File: config.mk
export PLATFORM = sky130hd
export DESIGN_NAME = bcd_stopwatch
export DESIGN_NICKNAME = d
export VERILOG_FILES = /design/src/rtl/bcd_stopwatch.sv
export SDC_FILE = /design/constraint.sdc
export NUM_CORES = 1
export LEC_CHECK = 0
export ABC_CLOCK_PERIOD_IN_PS = 2800
export BUFFER_PORTS_ARGS = -buffer_cell sky130_fd_sc_hd__buf_2
export CORE_MARGIN = 4
export CORE_UTILIZATION = 59
export CTS_CLUSTER_SIZE = 25
export DETAILED_ROUTE_END_ITERATION = 8
export PLACE_DENSITY = 0.86
export SYNTH_ARGS = -nofsm -noshare
export SYNTH_HDL_FRONTEND = slang
export SYNTH_SLANG_ARGS = --single-unit
File: constraint.sdc
create_clock -name clk -period 2.8 [get_ports clk]
set_clock_uncertainty 0.1 [all_clocks]
set_input_delay 0.28 -clock clk [delete_from_list [all_inputs] [get_ports clk]]
set_output_delay 0.28 -clock clk [all_outputs]
set_load 0.01 [all_outputs]
File: src/rtl/bcd_stopwatch.sv
// bcd_stopwatch
//   Decimal stopwatch that feeds the per-digit seven-segment decoders.
//   A prescaler divides clk down to a count tick. Each tick advances a
//   ripple-carry BCD counter. A rising edge on start_stop toggles between
//   running and stopped, and clear returns everything to zero.
//
// Ports
//   clk         in   1          system clock, rising edge
//   reset       in   1          asynchronous, active-high reset
//   start_stop  in   1          debounced level; each rising edge toggles run/stop
//   clear       in   1          synchronous clear of count, prescaler and overflow
//   digits      out  4*DIGITS   per-digit codes, [3:0] = least significant digit;
//                               0-9, or 4'hF for a blanked leading zero
//   running     out  1          high while the stopwatch is running
//   overflow    out  1          sticky flag, set when the count wraps from all 9s to 0
module bcd_stopwatch #(
    parameter int DIGITS   = 4,
    parameter int TICK_DIV = 500000,
    parameter int BLANK_LZ = 1
) (
    input  logic                  clk,
    input  logic                  reset,
    input  logic                  start_stop,
    input  logic                  clear,
    output logic [4*DIGITS-1:0]   digits,
    output logic                  running,
    output logic                  overflow
);

    localparam int            PW      = $clog2(TICK_DIV);
    localparam logic [PW-1:0] PRE_MAX = PW'(TICK_DIV - 1);
    localparam logic [PW-1:0] PRE_ONE = PW'(1);

    typedef enum logic {
        ST_STOP = 1'b0,
        ST_RUN  = 1'b1
    } state_t;

    state_t                state_q, state_d;
    logic [PW-1:0]         pre_q, pre_d;
    logic [4*DIGITS-1:0]   count_q, count_d;
    logic                  ovf_q, ovf_d;
    logic                  running_q, running_d;
    logic                  prev_ss_q;

    logic                  ss_edge_s;
    logic [4*DIGITS-1:0]   count_inc_s;
    logic                  wrap_s;
    logic                  carry_s;
    logic                  lz_s;
    logic [4*DIGITS-1:0]   digits_s;

    // BCD increment of the registered count; wrap_s flags all 9s rolling to 0.
    always_comb begin
        carry_s     = 1'b1;
        count_inc_s = count_q;
        for (int i = 0; i < DIGITS; i++) begin
            if (carry_s) begin
                if (count_q[4*i +: 4] == 4'd9) begin
                    count_inc_s[4*i +: 4] = 4'd0;
                end else begin
                    count_inc_s[4*i +: 4] = count_q[4*i +: 4] + 4'd1;
                    carry_s               = 1'b0;
                end
            end else begin
                count_inc_s[4*i +: 4] = count_q[4*i +: 4];
            end
        end
        wrap_s = carry_s;
    end

    // Next-state logic: clear beats a start_stop edge, which beats a tick.
    // An edge cycle never advances the prescaler, so the cycle leaving RUN has no tick.
    always_comb begin
        ss_edge_s = start_stop & ~prev_ss_q;
        state_d   = state_q;
        pre_d     = pre_q;
        count_d   = count_q;
        ovf_d     = ovf_q;
        if (clear) begin
            state_d = ST_STOP;
            pre_d   = '0;
            count_d = '0;
            ovf_d   = 1'b0;
        end else if (ss_edge_s) begin
            case (state_q)
                ST_STOP: state_d = ST_RUN;
                ST_RUN:  state_d = ST_STOP;
                default: state_d = ST_STOP;
            endcase
        end else if (state_q == ST_RUN) begin
            if (pre_q == PRE_MAX) begin
                pre_d   = '0;
                count_d = count_inc_s;
                if (wrap_s) begin
                    ovf_d = 1'b1;
                end else begin
                    ovf_d = ovf_q;
                end
            end else begin
                pre_d = pre_q + PRE_ONE;
            end
        end else begin
            pre_d = pre_q;
        end
        running_d = (state_d == ST_RUN);
    end

    // State, prescaler, count and registered status outputs.
    always_ff @(posedge clk or posedge reset) begin
        if (reset) begin
            state_q   <= ST_STOP;
            pre_q     <= '0;
            count_q   <= '0;
            ovf_q     <= 1'b0;
            running_q <= 1'b0;
            prev_ss_q <= 1'b0;
        end else begin
            state_q   <= state_d;
            pre_q     <= pre_d;
            count_q   <= count_d;
            ovf_q     <= ovf_d;
            running_q <= running_d;
            prev_ss_q <= start_stop;
        end
    end

    // Leading-zero blanking: scanning from the top, a digit blanks while it and
    // every digit above it are zero. Digit 0 always shows.
    always_comb begin
        lz_s     = 1'b1;
        digits_s = count_q;
        for (int i = DIGITS - 1; i >= 1; i--) begin
            lz_s = lz_s & (count_q[4*i +: 4] == 4'd0);
            if ((BLANK_LZ != 0) && lz_s) begin
                digits_s[4*i +: 4] = 4'hF;
            end else begin
                digits_s[4*i +: 4] = count_q[4*i +: 4];
            end
        end
    end

    assign digits   = digits_s;
    assign running  = running_q;
    assign overflow = ovf_q;

endmodule

# Word level (Yosys, flattened, before mapping)
# Index checks and enable logic that the tools add are counted.
dict set report word_totals {
  regBits 38
  input_bits 4
}
dict set report op_classes {
  addsub 5
  n_eq_ne 6
  n_mux 33
  n_bitwise 5
  n_reduce_logical 16
}
# operator n
set ops {}
lappend ops {{2-to-1 mux 19 bit} 4}
lappend ops {{2-to-1 mux 16 bit} 4}
lappend ops {{2-to-1 mux 4 bit} 10}
lappend ops {{adder 19 x 1 -> 19 bit (second input constant)} 1}
lappend ops {{equality test 19 bit (second input constant)} 1}
lappend ops {{adder 4 x 1 -> 4 bit (second input constant)} 4}
lappend ops {{equality test 4 bit (second input constant)} 4}
lappend ops {{AND reduction 4 bit} 4}
lappend ops {{2-to-1 mux 1 bit} 14}
lappend ops {{nonzero test 2 bit} 7}
lappend ops {{logical NOT 4 bit} 3}
lappend ops {{AND 1 bit} 3}
lappend ops {{AND reduction 3 bit} 1}
lappend ops {{inequality test 2 bit (second input constant)} 1}
lappend ops {{inverter 1 bit} 2}
lappend ops {{one-hot mux 1 bit (2 select lines)} 1}
lappend ops {{AND reduction 2 bit} 1}

# Logic depth before layout (Yosys ltp)
# Gate-level depths: netlist of the first run.
dict set report depth {
  word_depth 10
  ltp_mapped 8
  mapped_depth_nobuf 7
}

# Least setup slack after synthesis of the first run
# No wires, ideal clock.
dict set report synth_path {
  kind {register to output}
  from {register count_q[12]}
  to {output digits[6]}
  arrival_ns 1.747
  required_time_ns 2.420
  path_slack_ns 0.673
  stages_incl_launch_ff 8
  path_buffers 0
  cell_sequence {dfrtp_1 inv_1 ha_1 nand2b_1 nor2_1 nand3_1 or4b_2 nand2b_1}
}
dict set report synth_via {
  elab_chain_cells 4
}
# item line
set synth_rtl {}
lappend synth_rtl {{start, declared} 41} ;# logic [4*DIGITS-1:0] count_q, count_d;
lappend synth_rtl {{start signal, assigned} 121} ;# count_q <= count_d;
lappend synth_rtl {{logical NOT 4 bit} 134} ;# lz_s = lz_s & (count_q[4*i +: 4] == 4'd0);
lappend synth_rtl {{AND 1 bit (2 in series)} 134}
lappend synth_rtl {{2-to-1 mux 4 bit} 135} ;# if ((BLANK_LZ != 0) && lz_s) begin
lappend synth_rtl {{end, declared} 25} ;# output logic [4*DIGITS-1:0] digits,
# Every way passes these cells.

# Final worst setup path of the first run
# Same ends and word-level chain as after synthesis.

==> run metrics, run 1 <==
status=finished with violations; violations in the final reports=negative hold slack; synthesized flop and latch total=38; CP startpoint kind=flop; crit path max fanout=6; worst reg2reg startpoint=pre_q[0]$_DFFE_PP0P_; max frequency=approximately 0.4 GHz; Worst setup EP type=output pin; final setup vio count=0; Hold Vio Cnt, Final=31; Post-CTS Hold Buffers=0; H-tree depth=2; worst-path cell chain=inv_1 -> ha_1 -> nand2b_1 -> nor2_1 -> nand3_1 -> or4b_4 -> nand2b_1 -> buf_2; Final Net Count=290; Post-synth EDFFs=0; clk_lat worst skew=between 200 and 300 ps; Antenna Violating Nets Remaining=0; Worst Max-Slew Pin Slew=503 ps; DPL Wire Length=3070 um; synthesis warning total=0; Initial Util=0.618; vias per cell=5.71; max incr delay on CP=560 ps; vias in the first global route=1,757; die area=around 5000 sq um; Die X=70.4 um; postcts setup bufs=0; layout cells sized above 1=0.150; cell at the slowest stage of the critical path=or4b_4; CTS root buf=clkbuf_8; grt total ovfl=0; Pleak=1.08 nW; Worst Hold Class=input pin to async pin; Top cell by count, worst path=nand2b_1; Synth Flop Type=dfrtp_1; unrepaired setup endpoints after global routing=no; DRC=0; Clock Path Buffers=2; cell taking the most area after synthesis=dfrtp_1; post-synth top area share=0.414; Sequential cell area=951 sq um; ys async rst share=1.00; kind of critical path=flop to output pin; CP arrival=around 2200 ps; Seq/Total Area, Yosys=0.414; PD cells=around 440 nW/um^2; dominant cells by area after synthesis=dfrtp_1, ha_1, nor2_1; total power=approximately 1.1 mW; FF-to-FF End=pre_q[13]$_DFFE_PP0P_; Max-slew headroom=0.665; Synth Net Count=270; IO Pins=22; crit share post-route=0.910; Reg2Reg Setup Slack=560 ps; Post-Route Setup TNS=0 ps; maximum vdd drop=0.000428 V; Req. time, crit path=2420 ps; count of buffers from port buffering=21; Sink Count=38; CTS tree=built; Final Wtd Congestion=approximately 0.8; antenna diode count=0; Global Route Usage Sum=0.192; Die Ht=70.4 um; Layout fillers=311; DRT Wirelength=4400 um; max-slew violation count=0; area of the multi-input gates=between 1000 and 1500 sq um; DRT iter0 DRCs=88; WP buf/inv=2; cell family with most CP delay=simple AND/OR/NAND/NOR gates; initial antenna violation count=0; CORE AREA=3720 sq um; Core Rows=22; average wire per standard cell=13.7 um; Mapped Area=2300 sq um; area grow syn2layout=8.94%; instance count of the mapped netlist=254; WHS=-15.2 ps; final critical-path required period=2550 ps; DRT Pass-1 Iters=4; DR vias=1,834; Reg clk slew, reported paths=about 70 ps; # Max-Cap Violations=0; largest net degree at the start of global routing=39; first-pass GRT wire length=7670 um; TritonCTS buffer count=5; synthesized area per cell=9.04 sq um; Register-to-Register Path Depth=6; Synth cell types=48
[routing by layer]
| metal | routed length (um) | global-route usage | vias to the layer above | share of wire |
|---|---|---|---|---|
| met5 | 0 | 0 | - | 0 |
| met4 | 55 | 0.0660 | 0 | 0.013 |
| met3 | 168 | 0.0561 | 6 | 0.038 |
| met2 | 2120 | 0.318 | 25 | 0.48 |
| met1 | 2050 | 0.237 | 885 | 0.47 |
| li1 | - | - | 918 | - |
[state kept, by name, summed over array words and instances (netlist names)]
register   cells
pre_q         19
count_q       16
overflow       1
prev_ss_q      1
running        1
[synthesized netlist by cell type, types with 2 or more instances]
master    number
and3b_1        2
nor2b_1        3
xor2_1         2
nand4_1        4
nand3b_1       2
and3_1         4
nor2_1        27
nand2b_1       6
a21oi_1       19
nor3b_1        3
a21o_1         2
nor3_1         8
or3_1          5
mux2i_1        3
clkbuf_1       4
nand3_1       20
ha_1          12
xnor2_1       11
nor4_1         5
dfrtp_1       38
inv_1         15
o21ai_0       10
nand2_1       21
buf_4          4
[worst max path at each step]
stage	start	endpoint	slack, ps	cells past startpoint
global route	count_q[12]$_DFFE_PP0P_	digits[4]	80	8
CTS	count_q[12]$_DFFE_PP0P_	digits[6]	90	8
finish	count_q[12]$_DFFE_PP0P_	digits[6]	250	8
global placement	count_q[12]$_DFFE_PP0P_	digits[6]	490	8
floorplan	count_q[12]$_DFFE_PP0P_	digits[6]	670	7
detailed placement	count_q[12]$_DFFE_PP0P_	digits[6]	420	8
[placed cells by master (no fill, tap or decap), types with 2 or more instances in the layout]
cell type  synthesis  layout
dfrtp_1           38      38
nor2_1            27      27
nand2_1           21      21
buf_2              1      21
nand3_1           20      20
a21oi_1           19      19
inv_1             15      15
ha_1              12      12
xnor2_1           11      11
o21ai_0           10      10
nor3_1             8       8
nand2b_1           6       6
clkbuf_8           0       6
nor4_1             5       5
or3_1              5       5
and3_1             4       4
nand4_1            4       4
nor3b_1            3       3
nor2b_1            3       3
mux2i_1            3       3
and3b_1            2       2
nand3b_1           2       2
a21o_1             2       2
xor2_1             2       2
buf_4              4       2
[kinds of logic after synthesis]
logic type / Yosys count / synth area share
compound gates: 39 / 0.0997
flops: 38 / 0.414
simple gates: 123 / 0.302
xor+xnor: 13 / 0.0496
buf+inv: 25 / 0.0512
mux: 4 / 0.0180
fa+ha+maj: 12 / 0.0654
[power by group]
group          internal (mW)  switching (mW)  leakage [nW]
registers              0.562          0.0152         0.525
clock network          0.190           0.185        0.0431
logic                 0.0565          0.0828         0.510
total                  0.808           0.283          1.08
[worst min-delay path: stages]
cell   delay [ps]
buf_2          90
inv_1          40
buf_4         400
[through the flow]
step	cells	worst slack (ps)	cell area (sq um)	util	hold WS, ps
CTS	321	86.0	2500	0.672	1.07
detailed placement	315	421	2410	0.650	314
floorplan	254	673	2300	-	211
finish	321	251	2500	0.673	-15.2
global route	321	80.0	2500	0.673	18.2
global placement	315	490	2410	0.650	314
[layout make-up]
class | count | area share
inverter | 15 | 0.0225
multi-input combinational | 191 | 0.492
sequential | 38 | 0.380
timing repair buffer | 23 | 0.0480
tap | 48 | 0.0240
clock buffer | 6 | 0.0330
[what timing repair did]
item	CTS	global route
endpoints found under the hold margin	0	0
setup endpoints to repair	0	4
resized for setup	0	1
Power figures use the tool's default switching activity.
==> run 2: changes to the inputs <==
- CORE_MARGIN: 4 -> unset
==> run 2 against run 1 <==
  * The run still ends with negative hold slack left
  * Die area down 16%
  * Non-clock buffer count up 1
  * Via count up 0.55%
  * Final cell count up 0.93%
  * Largest cell class unchanged
==> run metrics, run 2 (synthesis gave the netlist of run 1 again) <==
area grow syn2layout=10.8%; H-tree depth=2 (unchanged); FF-to-FF End=count_q[2]$_DFFE_PP0P_; biggest registers after layout=pre_q x19, count_q x16; DPL Wire Length=3080 um (+0.32%); # Max-Cap Violations=0 (unchanged); Die X=64.4 um (-8.5%); crit path max fanout=6 (unchanged); first-pass GRT wire length=7760 um (+1.2%); cell family with most CP delay=simple AND/OR/NAND/NOR gates; fin util=0.690 (+0.0169); DRT iter0 DRCs=93 (+5.7%); Register-to-Register Path Depth=6 (unchanged); TritonCTS buffer count=5 (unchanged); WP buf/inv=2 (unchanged); grt total ovfl=0 (unchanged); Crit. Startpoint=count_q[12]$_DFFE_PP0P_; worst-path cell chain=inv_1 -> ha_1 -> nand2b_1 -> nor2_2 -> nand3_2 -> or4b_4 -> nand2b_1 -> buf_2; Layout fillers=302 (-2.9%); Clock Path Buffers=2 (unchanged); max incr delay on CP=530 ps (-30 ps); DR vias=1,844 (+0.55%); Req. time, crit path=2420 ps (about the same); Final Net Count=291 (+0.34%); Top cell by count, worst path=nand2b_1; total placed cells including tap cells=316 (+0.32%); DRT Pass-1 Iters=4 (unchanged); cell at the slowest stage of the critical path=or4b_4; IO Pins=22 (unchanged); Reg2Reg Setup Slack=560 ps (about the same); CP startpoint kind=flop; Initial Util=0.622 (+0.00461); commonest non-fill, non-tap cell in the layout=dfrtp_1; PD cells=454 nW/um^2 (+3.9%); postcts setup bufs=0 (unchanged); Reg clk slew, reported paths=70 ps (about the same); Global Route Usage Sum=0.247 (+0.0547); initial antenna violation count=0 (unchanged); crit share post-route=0.882 (-0.0280); vias in the first global route=1,772 (+0.85%); Worst setup EP type=output pin; clk_lat worst skew=290 ps (about the same); Worst Hold Class=input pin to async pin; WHS=-14.5 ps (+0.693 ps); max frequency=0.405 GHz (+3.2%); max-slew violation count=0 (unchanged); CP arrival=2090 ps (-80 ps); Max-slew headroom=0.658 (-0.00661); CTS tree=built; largest net degree at the start of global routing=39 (unchanged); worst reg2reg startpoint=pre_q[0]$_DFFE_PP0P_; Worst Max-Slew Pin Slew=513 ps (+9.91 ps); DRT Wirelength=4360 um (-0.93%); Largest Register=pre_q; total power=1.15 mW (+5.7%); unrepaired setup endpoints after global routing=no; Antenna Violating Nets Remaining=0 (unchanged); violations in the final reports=negative hold slack; maximum vdd drop=0.000390 V (-8.8%); Hold Vio Cnt, Final=37 (+19%); end of the critical path=digits[6]; Post-Route Setup TNS=0 ps (unchanged); final setup vio count=0 (unchanged); Sink Count=38 (unchanged); layout cells sized above 1=0.170 (+0.0201); Final Wtd Congestion=0.829 (+4.2%); vias per cell=5.69 (-0.39%); CORE AREA=3690 sq um (-0.74%); max reg flops=19 (unchanged); average wire per standard cell=13.5 um (-1.8%); DRC=0 (unchanged); Pleak=1.10 nW (+2.4%); Post-Layout Cell Count=324 (+0.93%); Core Rows=22 (unchanged); most frequent cells in the layout=dfrtp_1, nor2_1, nand2_1, buf_2; kind of critical path=flop to output pin; count of buffers from port buffering=21 (unchanged); Die Ht=64.4 um (-8.5%); die area=4140 sq um (-16%); antenna diode count=0 (unchanged); final critical-path required period=2470 ps (-78.4 ps); number of cells on the critical path=8 (unchanged); CTS root buf=clkbuf_8; status=finished with violations
[run 2: changes by cell type in the layout (fill, tap and decap cells not counted), sizes merged]
cell,delta
buf,+1
clkbuf,+2
[run 2: timing repair]
item	4_1_cts	5_1_grt
setup endpoints to repair	0	4
gates resized for setup	0	4
hold buffers	0	0
[run 2: worst register-to-register path: stages (launching register included)]
cell and delay [ps]:
dfrtp_1 410, ha_1 210, and3_1 210, nand3_1 240, or2_4 380, or4_1 470
a21oi_1 150
[run 2: worst min path at each step]
stage                              to
2_1_floorplan     prev_ss_q$_DFF_PP0_
3_3_place_gp   count_q[5]$_DFFE_PP0P_
3_5_place_dp      prev_ss_q$_DFF_PP0_
4_1_cts         pre_q[10]$_DFFE_PP0P_
5_1_grt           prev_ss_q$_DFF_PP0_
6_report         pre_q[1]$_DFFE_PP0P_
[run 2: metrics by stage]
step	setup WS, ps	area, sq um	hold slack [ps]
after floorplan	673	2300	211
after global placement	481	2420	313
after detailed placement	428	2420	314
after CTS	90.8	2530	3.97
after global routing	170	2540	4.17
final	330	2540	-14.5
[run 2: layout make-up]
class                      instances  area, sq um  share of cell area
sequential                        38          952               0.374
tap                               48         60.1              0.0236
multi-input combinational        191         1240               0.487
clock buffer                       8          110              0.0433
timing repair buffer              24          128              0.0501
inverter                          15         56.3              0.0221
[run 2: report_power, final]
part / total (mW) / switching, mW / internal (mW)
sequential: 0.577 / 0.0147 / 0.562
clock: 0.439 / 0.190 / 0.249
combinational: 0.139 / 0.0816 / 0.0576
total: 1.15 / 0.286 / 0.868
[run 2: metal layers]
metal / up-vias / global-route usage / routed length, um
met5: - / 0 / 0
met2: 27 / 0.399 / 2210
li1: 923 / - / -
met3: 4 / 0.0768 / 138
met1: 890 / 0.307 / 1970
met4: 0 / 0.0944 / 36
